$ cat src/rtl/conv3x3_engine.sv
// Pipelined 3x3 signed convolution over a raster stream of unsigned pixel windows.
// Optional macro CONV3X3_ENGINE_RELU_EN clamps negative results to zero.
module conv3x3_engine #(
  parameter int IMG_Width  = 5,
  parameter int IMG_Height = 5,
  parameter int Datawidth  = 8,
  parameter int FRAC       = 4
) (
  input  logic                 CLK,
  input  logic                 CLR,
  input  logic [Datawidth-1:0] R00,
  input  logic [Datawidth-1:0] R01,
  input  logic [Datawidth-1:0] R02,
  input  logic [Datawidth-1:0] R10,
  input  logic [Datawidth-1:0] R11,
  input  logic [Datawidth-1:0] R12,
  input  logic [Datawidth-1:0] R20,
  input  logic [Datawidth-1:0] R21,
  input  logic [Datawidth-1:0] R22,
  input  logic                 Valid_IN,
  input  logic                 Weight_WE,
  input  logic [Datawidth-1:0] Weight_In,
  input  logic [Datawidth-1:0] Bias,
  output logic [Datawidth-1:0] Out,
  output logic                 Valid_OUT,
  output logic                 Weight_Ready,
  output logic                 Frame_Done
);

  localparam int PW    = 2*Datawidth + 1;
  localparam int ACC_W = 2*Datawidth + 5;
  localparam int CW    = (IMG_Width  > 1) ? $clog2(IMG_Width)  : 1;
  localparam int RW    = (IMG_Height > 1) ? $clog2(IMG_Height) : 1;
  localparam logic [CW-1:0] COL_LAST = CW'(IMG_Width - 1);
  localparam logic [RW-1:0] ROW_LAST = RW'(IMG_Height - 1);
  localparam logic [CW-1:0] COL_TWO  = CW'(2);
  localparam logic [RW-1:0] ROW_TWO  = RW'(2);
  localparam logic signed [ACC_W-1:0] SAT_MAX = ACC_W'((2**(Datawidth-1)) - 1);
  localparam logic signed [ACC_W-1:0] SAT_MIN = -ACC_W'(2**(Datawidth-1));

  logic [CW-1:0] col;
  logic [RW-1:0] row;
  logic [3:0]    wr_idx;
  logic signed [Datawidth-1:0] w [9];

  logic [Datawidth-1:0] pix [9];
  logic signed [PW-1:0] pix_ext [9];
  logic signed [PW-1:0] w_ext [9];
  logic signed [ACC_W-1:0] bias_ext;
  logic interior, frame_last;

  logic signed [PW-1:0]    prod_p1 [9];
  logic                    vld_p1, last_p1;
  logic signed [ACC_W-1:0] row_p2 [3];
  logic                    vld_p2, last_p2;
  logic signed [ACC_W-1:0] sum_p3;
  logic                    vld_p3, last_p3;

  function automatic logic signed [Datawidth-1:0] sat_shift(input logic signed [ACC_W-1:0] v);
    logic signed [ACC_W-1:0] s;
    s = v >>> FRAC;
    if (s > SAT_MAX)      return Datawidth'(SAT_MAX);
    else if (s < SAT_MIN) return Datawidth'(SAT_MIN);
    else                  return Datawidth'(s);
  endfunction

  function automatic logic signed [Datawidth-1:0] relu(input logic signed [Datawidth-1:0] v);
`ifdef CONV3X3_ENGINE_RELU_EN
    return (v < 0) ? '0 : v;
`else
    return v;
`endif
  endfunction

  always_comb begin
    pix = '{R00, R01, R02, R10, R11, R12, R20, R21, R22};
    for (int i = 0; i < 9; i++) begin
      pix_ext[i] = PW'($signed({1'b0, pix[i]}));
      w_ext[i]   = PW'(w[i]);
    end
    bias_ext   = ACC_W'($signed(Bias)) <<< FRAC;
    interior   = (col >= COL_TWO) && (row >= ROW_TWO);
    frame_last = (col == COL_LAST) && (row == ROW_LAST);
  end

  always_ff @(posedge CLK) begin
    if (CLR) begin
      col          <= '0;
      row          <= '0;
      wr_idx       <= '0;
      Weight_Ready <= 1'b0;
      for (int i = 0; i < 9; i++) begin
        w[i]       <= '0;
        prod_p1[i] <= '0;
      end
      for (int r = 0; r < 3; r++) row_p2[r] <= '0;
      sum_p3    <= '0;
      vld_p1    <= 1'b0;
      vld_p2    <= 1'b0;
      vld_p3    <= 1'b0;
      last_p1   <= 1'b0;
      last_p2   <= 1'b0;
      last_p3   <= 1'b0;
      Out       <= '0;
      Valid_OUT <= 1'b0;
      Frame_Done <= 1'b0;
    end else begin
      if (Valid_IN) begin
        if (col == COL_LAST) begin
          col <= '0;
          row <= (row == ROW_LAST) ? '0 : row + 1'b1;
        end else begin
          col <= col + 1'b1;
        end
      end
      // Weight writes land after this edge, so the window accepted now sees the old set
      if (Weight_WE) begin
        w[wr_idx] <= $signed(Weight_In);
        wr_idx    <= (wr_idx == 4'd8) ? 4'd0 : wr_idx + 4'd1;
        if (wr_idx == 4'd0)      Weight_Ready <= 1'b0;
        else if (wr_idx == 4'd8) Weight_Ready <= 1'b1;
      end

      // stage 1: nine signed products
      vld_p1  <= Valid_IN & interior & Weight_Ready;
      last_p1 <= Valid_IN & frame_last;
      for (int i = 0; i < 9; i++) prod_p1[i] <= pix_ext[i] * w_ext[i];

      // stage 2: row sums
      vld_p2  <= vld_p1;
      last_p2 <= last_p1;
      for (int r = 0; r < 3; r++)
        row_p2[r] <= ACC_W'(prod_p1[3*r]) + ACC_W'(prod_p1[3*r+1]) + ACC_W'(prod_p1[3*r+2]);

      // stage 3: total plus scaled bias
      vld_p3  <= vld_p2;
      last_p3 <= last_p2;
      sum_p3  <= row_p2[0] + row_p2[1] + row_p2[2] + bias_ext;

      // output: shift, saturate, hold when idle
      Valid_OUT  <= vld_p3;
      Frame_Done <= last_p3;
      if (vld_p3) Out <= relu(sat_shift(sum_p3));
    end
  end

endmodule

$ cat config.mk
export PLATFORM = sky130hd
export DESIGN_NAME = conv3x3_engine
export DESIGN_NICKNAME = d
export VERILOG_FILES = /design/src/rtl/conv3x3_engine.sv
export SDC_FILE = /design/constraint.sdc
export NUM_CORES = 2
export LEC_CHECK = 0
export CAP_MARGIN = 30
export CORE_ASPECT_RATIO = 0.75
export CORE_MARGIN = 2
export CORE_UTILIZATION = 59
export CTS_BUF_LIST = sky130_fd_sc_hd__clkbuf_4 sky130_fd_sc_hd__clkbuf_8
export DETAILED_ROUTE_END_ITERATION = 8
export PLACE_DENSITY_LB_ADDON = 0.08
export SETUP_SLACK_MARGIN = 0.4
export SLEW_MARGIN = 10
export SYNTH_ARGS = -nofsm -noshare
export SYNTH_HDL_FRONTEND = slang
export SYNTH_SLANG_ARGS = --single-unit
$ cat constraint.sdc
create_clock -name CLK -period 4.2 [get_ports CLK]
set_clock_uncertainty 0.15 [all_clocks]
set_input_delay 0.42 -clock CLK [delete_from_list [all_inputs] [get_ports CLK]]
set_output_delay 0.42 -clock CLK [all_outputs]
set_load 0.03 [all_outputs]
# Word-level counts from Yosys, hierarchy flattened
# Memory sizes are Yosys's and may differ from the RTL's.
# Index checks and enable logic that the tools add are counted.
dict set report totals {
  register_bits 48
  ram_bits 288
  in_bits 92
  elab_cells 95
  n_memories 3
}
# memory words width rd rd_clocked_by_memory_dff wr line
set memory_table {}
lappend memory_table {prod_p1 9 17 9 0 9 52} ;# logic signed [PW-1:0] prod_p1 [9];
lappend memory_table {w 9 8 9 0 9 44} ;# logic signed [Datawidth-1:0] w [9];
lappend memory_table {row_p2 3 21 3 0 3 54} ;# logic signed [ACC_W-1:0] row_p2 [3];
dict set report classes {
  addsub 12
  mul 9
  n_lt_le_gt_ge 4
  n_eq_ne 3
  mux 28
  n_bitwise 15
  reduce_logical 7
}
# cell n
set op_table {}
lappend op_table {{multiplier 9 x 8 -> 17 bit} 9}
lappend op_table {{2-to-1 mux 17 bit} 9}
lappend op_table {{2-to-1 mux 21 bit} 3}
lappend op_table {{adder 18 x 17 -> 19 bit} 3}
lappend op_table {{adder 17 x 17 -> 18 bit} 3}
lappend op_table {{adder 21 bit} 2}
lappend op_table {{2-to-1 mux 8 bit} 3}
lappend op_table {{adder 21 x 12 -> 21 bit} 1}
lappend op_table {{greater-than comparator 17 x 8 -> 1 bit (second input constant)} 1}
lappend op_table {{< comparator 17 x 8 -> 1 bit (second input constant)} 1}
lappend op_table {{bitwise OR 1 bit} 12}
lappend op_table {{2-to-1 mux 1 bit} 9}
lappend op_table {{2-to-1 mux 4 bit} 2}
lappend op_table {{OR reduction 8 bit} 1}
lappend op_table {{adder 3 x 1 -> 3 bit (second input constant)} 2}
lappend op_table {{== test 3 bit (second input constant)} 2}
lappend op_table {{>= comparator 3 x 2 -> 1 bit (second input constant)} 2}
lappend op_table {{2-to-1 mux 3 bit} 2}
lappend op_table {{adder 4 x 1 -> 4 bit (second input constant)} 1}
lappend op_table {{== test 4 bit (second input constant)} 1}
lappend op_table {{logical NOT 4 bit} 1}
lappend op_table {{AND reduction 2 bit} 2}
lappend op_table {{AND 1 bit} 3}
lappend op_table {{logical AND 1 bit} 2}
lappend op_table {{nonzero test 2 bit} 1}

# Logic depth before layout (Yosys ltp)
dict set report logic_depth {
  depth_word 5
  mapped_depth 19
  ltp_nobuf 19
}

# Worst setup path after synthesis
# OpenSTA, ideal clock, no wires.
dict set report synth_path {
  path_kind {reg-to-reg}
  from {memory w[8][2]}
  to {memory prod_p1[0][148] (netlist name)}
  arrival_ns 3.974
  t_required_ns 3.922
  slack_ns -0.051
  stages_incl_launch_ff 17
  n_path_buf 0
  period_less_slack_ns 4.251
  cell_sequence {edfxtp_1 > and2_1 > fa_1 > inv_1 > fa_1 > inv_1 > fa_1 > inv_1 > fa_1 > inv_1 > ha_1 > o21ai_0 > a21boi_0 > or2_2 > a31oi_1 > xor2_1 > nor2_1}
}
# element line
set synth_rtl {}
lappend synth_rtl {{from (decl)} 44}
lappend synth_rtl {{to (decl)} 52}

==> results.cfg <==
[outcome]
status = finished with violations
violations = setup timing

[pwr]
power_density_mw_per_mm2 = 468
p_leak_uw = 0.0211
ir_drop_uv = 490

[synthesis]
netlist.area_leader.share_pct = 25.1
synth_cells = 3542
yosysTopAreaCell = fa_1
yosysSeqAreaShare_pct = 21.6
yosys_warnings = 0
yosys.cell_types.count = 59
synth.top_cells.by_area = fa_1, ha_1, dfxtp_1
syn_nets = 4523
syn_avg_cell_area_um2 = 9.47
syn_area_mm2 = 0.0335
synth_edf_count = 72
async_reset_ff_share_pct = 0
synth_seq_cells = 326
synthFlopType = dfxtp_1

[critical_path]
cp-start-kind = flop
worstRegToRegCells = 16
r2r_end = prod_p1[0][15]$_SDFF_PP0_
r2r_setup_slack_ns = -0.24
timing_worst_setup_path_type = reg2reg
r2r_start = w[0][3]$_SDFFCE_PN0P_
path_max_fanout = 8
cp.required_ns = 4.52
endpoint_kind = flop
cp.arrival_ns = 4.75

[sta]
timing.final.crit_share_pct = 106
slew_headroom_pct = 28.2
finalHoldViolations = 0
setup_viol = 48
max_freq_ghz = 0.225
fin_ws_ns = -0.235
rsz0062_at_grt = yes
drv_slew = 0
finalCriticalPeriod_ns = 4.44
worstMarginPinSlew_ns = 1.07

[layout]
syn2layout_area_growth_pct = 28.9
fin_cells = 4922
nFillCells = 3654
layout.cells.most_common = inv_1
finish.utilization_pct = 77.2
drive_gt1_share_pct = 27.3
most-common-layout-cells = inv_1, buf_4, ha_1
layout.nets = 5127

[drt]
drtPass1Iterations = 5
vias_per_cell = 5.42
drt-total-wl_um = 89200
vias = 26700
drc_errors = 0
routedWlPerCell_um = 18.1
antenna_left = 0
first_iter_violations = 1669

[global_routing]
grt_pass1_vias = 27800
grt_overflow = 0
grt_pass1_wl_um = 141000
antenna_found_initial = 6
track_usage_pct = 30.1
grt_max_degree = 117

[clock_tree]
htree_levels = 2
cts_tree = built
clk_path_buf_depth = 3
clk_latency_ns = 0.63
clock_sinks = 326
clockRootBuffer = clkbuf_8
cts_made_buffers = 53
clk_pin_slew_ns = 0.07

[min_path]
min_path_cells = 1
min_path_type = reg2reg
min_to = Frame_Done$_SDFF_PP0_
min_from = last_p3$_SDFF_PP0_

[floorplan]
coreArea_mm2 = 0.0560
rows = 75
pin_count = 103
die_x_um = 279
die_area_mm2 = 0.0588
start_util_pct = 59.9
die_h_um = 210

[job]
cap_violations = 0

[placement]
io_buffers = 102
gp_congestion = 0.922
dp_hpwl_um = 67500
dp_cells = 4680
-- cell type report --
type / instances / area (um2) / share of cell area [%]
Inverter: 567 / 2130 / 4.93
Timing Repair Buffer: 591 / 5070 / 11.7
Antenna cell: 3 / 7.51 / 0.0174
Clock inverter: 17 / 268 / 0.619
Clock buffer: 80 / 1030 / 2.37
Sequential cell: 326 / 7250 / 16.8
Multi-Input combinational cell: 2607 / 26600 / 61.5
Tap cell: 731 / 915 / 2.11
-- per-layer routing --
layer  wire (um)  share of wire, %  GRT usage, %
met1       39900                45          43.5
met2       42100                47          48.8
met3        5380               6.0          3.67
met4        1820               2.0          6.69
met5           0                 0             0
-- cells in the mapped netlist, types with 9 or more instances --
| cell type | count |
|---|---|
| o31ai_1 | 13 |
| a21o_1 | 49 |
| nand2b_1 | 41 |
| fa_1 | 421 |
| nor3_1 | 53 |
| o31a_1 | 9 |
| xnor2_1 | 84 |
| inv_1 | 567 |
| clkbuf_1 | 35 |
| and3_1 | 72 |
| nor2b_1 | 79 |
| nand3_1 | 17 |
| o21ai_0 | 86 |
| a31oi_1 | 16 |
| a211oi_1 | 15 |
| nor2_1 | 288 |
| and2_1 | 363 |
| dfxtp_1 | 254 |
| ha_1 | 468 |
| xor2_1 | 60 |
| edfxtp_1 | 72 |
| a21oi_1 | 109 |
| nand4_1 | 12 |
| o21a_1 | 28 |
| nand2_1 | 249 |
-- flip-flops by register name, summed over array words and instances, names as in the netlist --
name	count
vld_p1	1
Weight_Ready	1
last_p1	1
row	3
col	3
vld_p3	1
last_p2	1
last_p3	1
Frame_Done	1
wr_idx	4
w	72
Out	8
prod_p1	153
row_p2	57
Valid_OUT	1
vld_p2	1
sum_p3	17
-- stage by stage --
step	instance area [um2]	power [uW]	setup WS (ns)	hold WS [ns]	setup TNS, ns
detailed placement	38600	15000	-0.785	0.285	-47.50
global placement	38600	14700	-0.771	0.277	-42.25
floorplan	34200	11600	0.164	0.264	0
CTS	41700	19300	-0.167	0.300	-2.29
global route	43200	21700	-0.368	0.307	-13.05
finish	43200	20200	-0.235	0.302	-4.89
-- kinds of logic after synthesis --
family | share of synthesized area (%)
flip-flops | 21.6
adder cells (fa/ha/maj) | 42.6
XOR/XNOR | 3.76
AND/OR/NAND/NOR | 18.2
buffers and inverters | 6.81
AO/OA/AOI/OAI | 6.93
multiplexers | 0.123
-- what timing repair did --
item,CTS,global route
buffers inserted,84,57
pin swaps,266,207
setup endpoints to repair,91,94
hold buffers,0,0
gates resized for setup,311,271
-- worst max-delay path, stage by stage (launching register included) --
cell	delay, ns
edfxtp_1	0.58
nand2_2	0.12
fa_2	0.48
fa_1	0.51
inv_2	0.04
fa_1	0.56
inv_2	0.04
fa_1	0.49
inv_2	0.05
ha_4	0.15
nor3_1	0.17
o21ai_1	0.12
a31oi_2	0.23
o21ai_1	0.12
xnor2_1	0.25
buf_4	0.19
nor2_1	0.04
-- power by group --
| part | switching, uW | internal, uW | total (uW) |
|---|---|---|---|
| sequential | 489 | 3870 | 4360 |
| clock | 1380 | 1990 | 3370 |
| combinational | 6640 | 5870 | 12500 |
| total | 8500 | 11700 | 20200 |
-- how the worst max path moves through the flow --
stage                                      from                         end  slack (ns)  cells after the start
final                     w[0][3]$_SDFFCE_PN0P_   prod_p1[0][15]$_SDFF_PP0_       -0.24                     16
after global placement                   R00[4]   prod_p1[0][13]$_SDFF_PP0_       -0.77                     17
after CTS                 w[0][5]$_SDFFCE_PN0P_   prod_p1[0][13]$_SDFF_PP0_       -0.17                     15
after floorplan           w[8][4]$_SDFFCE_PN0P_  prod_p1[0][148]$_SDFF_PP0_        0.16                     13
after global routing      w[0][3]$_SDFFCE_PN0P_   prod_p1[0][15]$_SDFF_PP0_       -0.37                     16
after detailed placement                 R11[3]   prod_p1[0][83]$_SDFF_PP0_       -0.78                     14
Note: power is estimated with default switching activity, not from simulation.
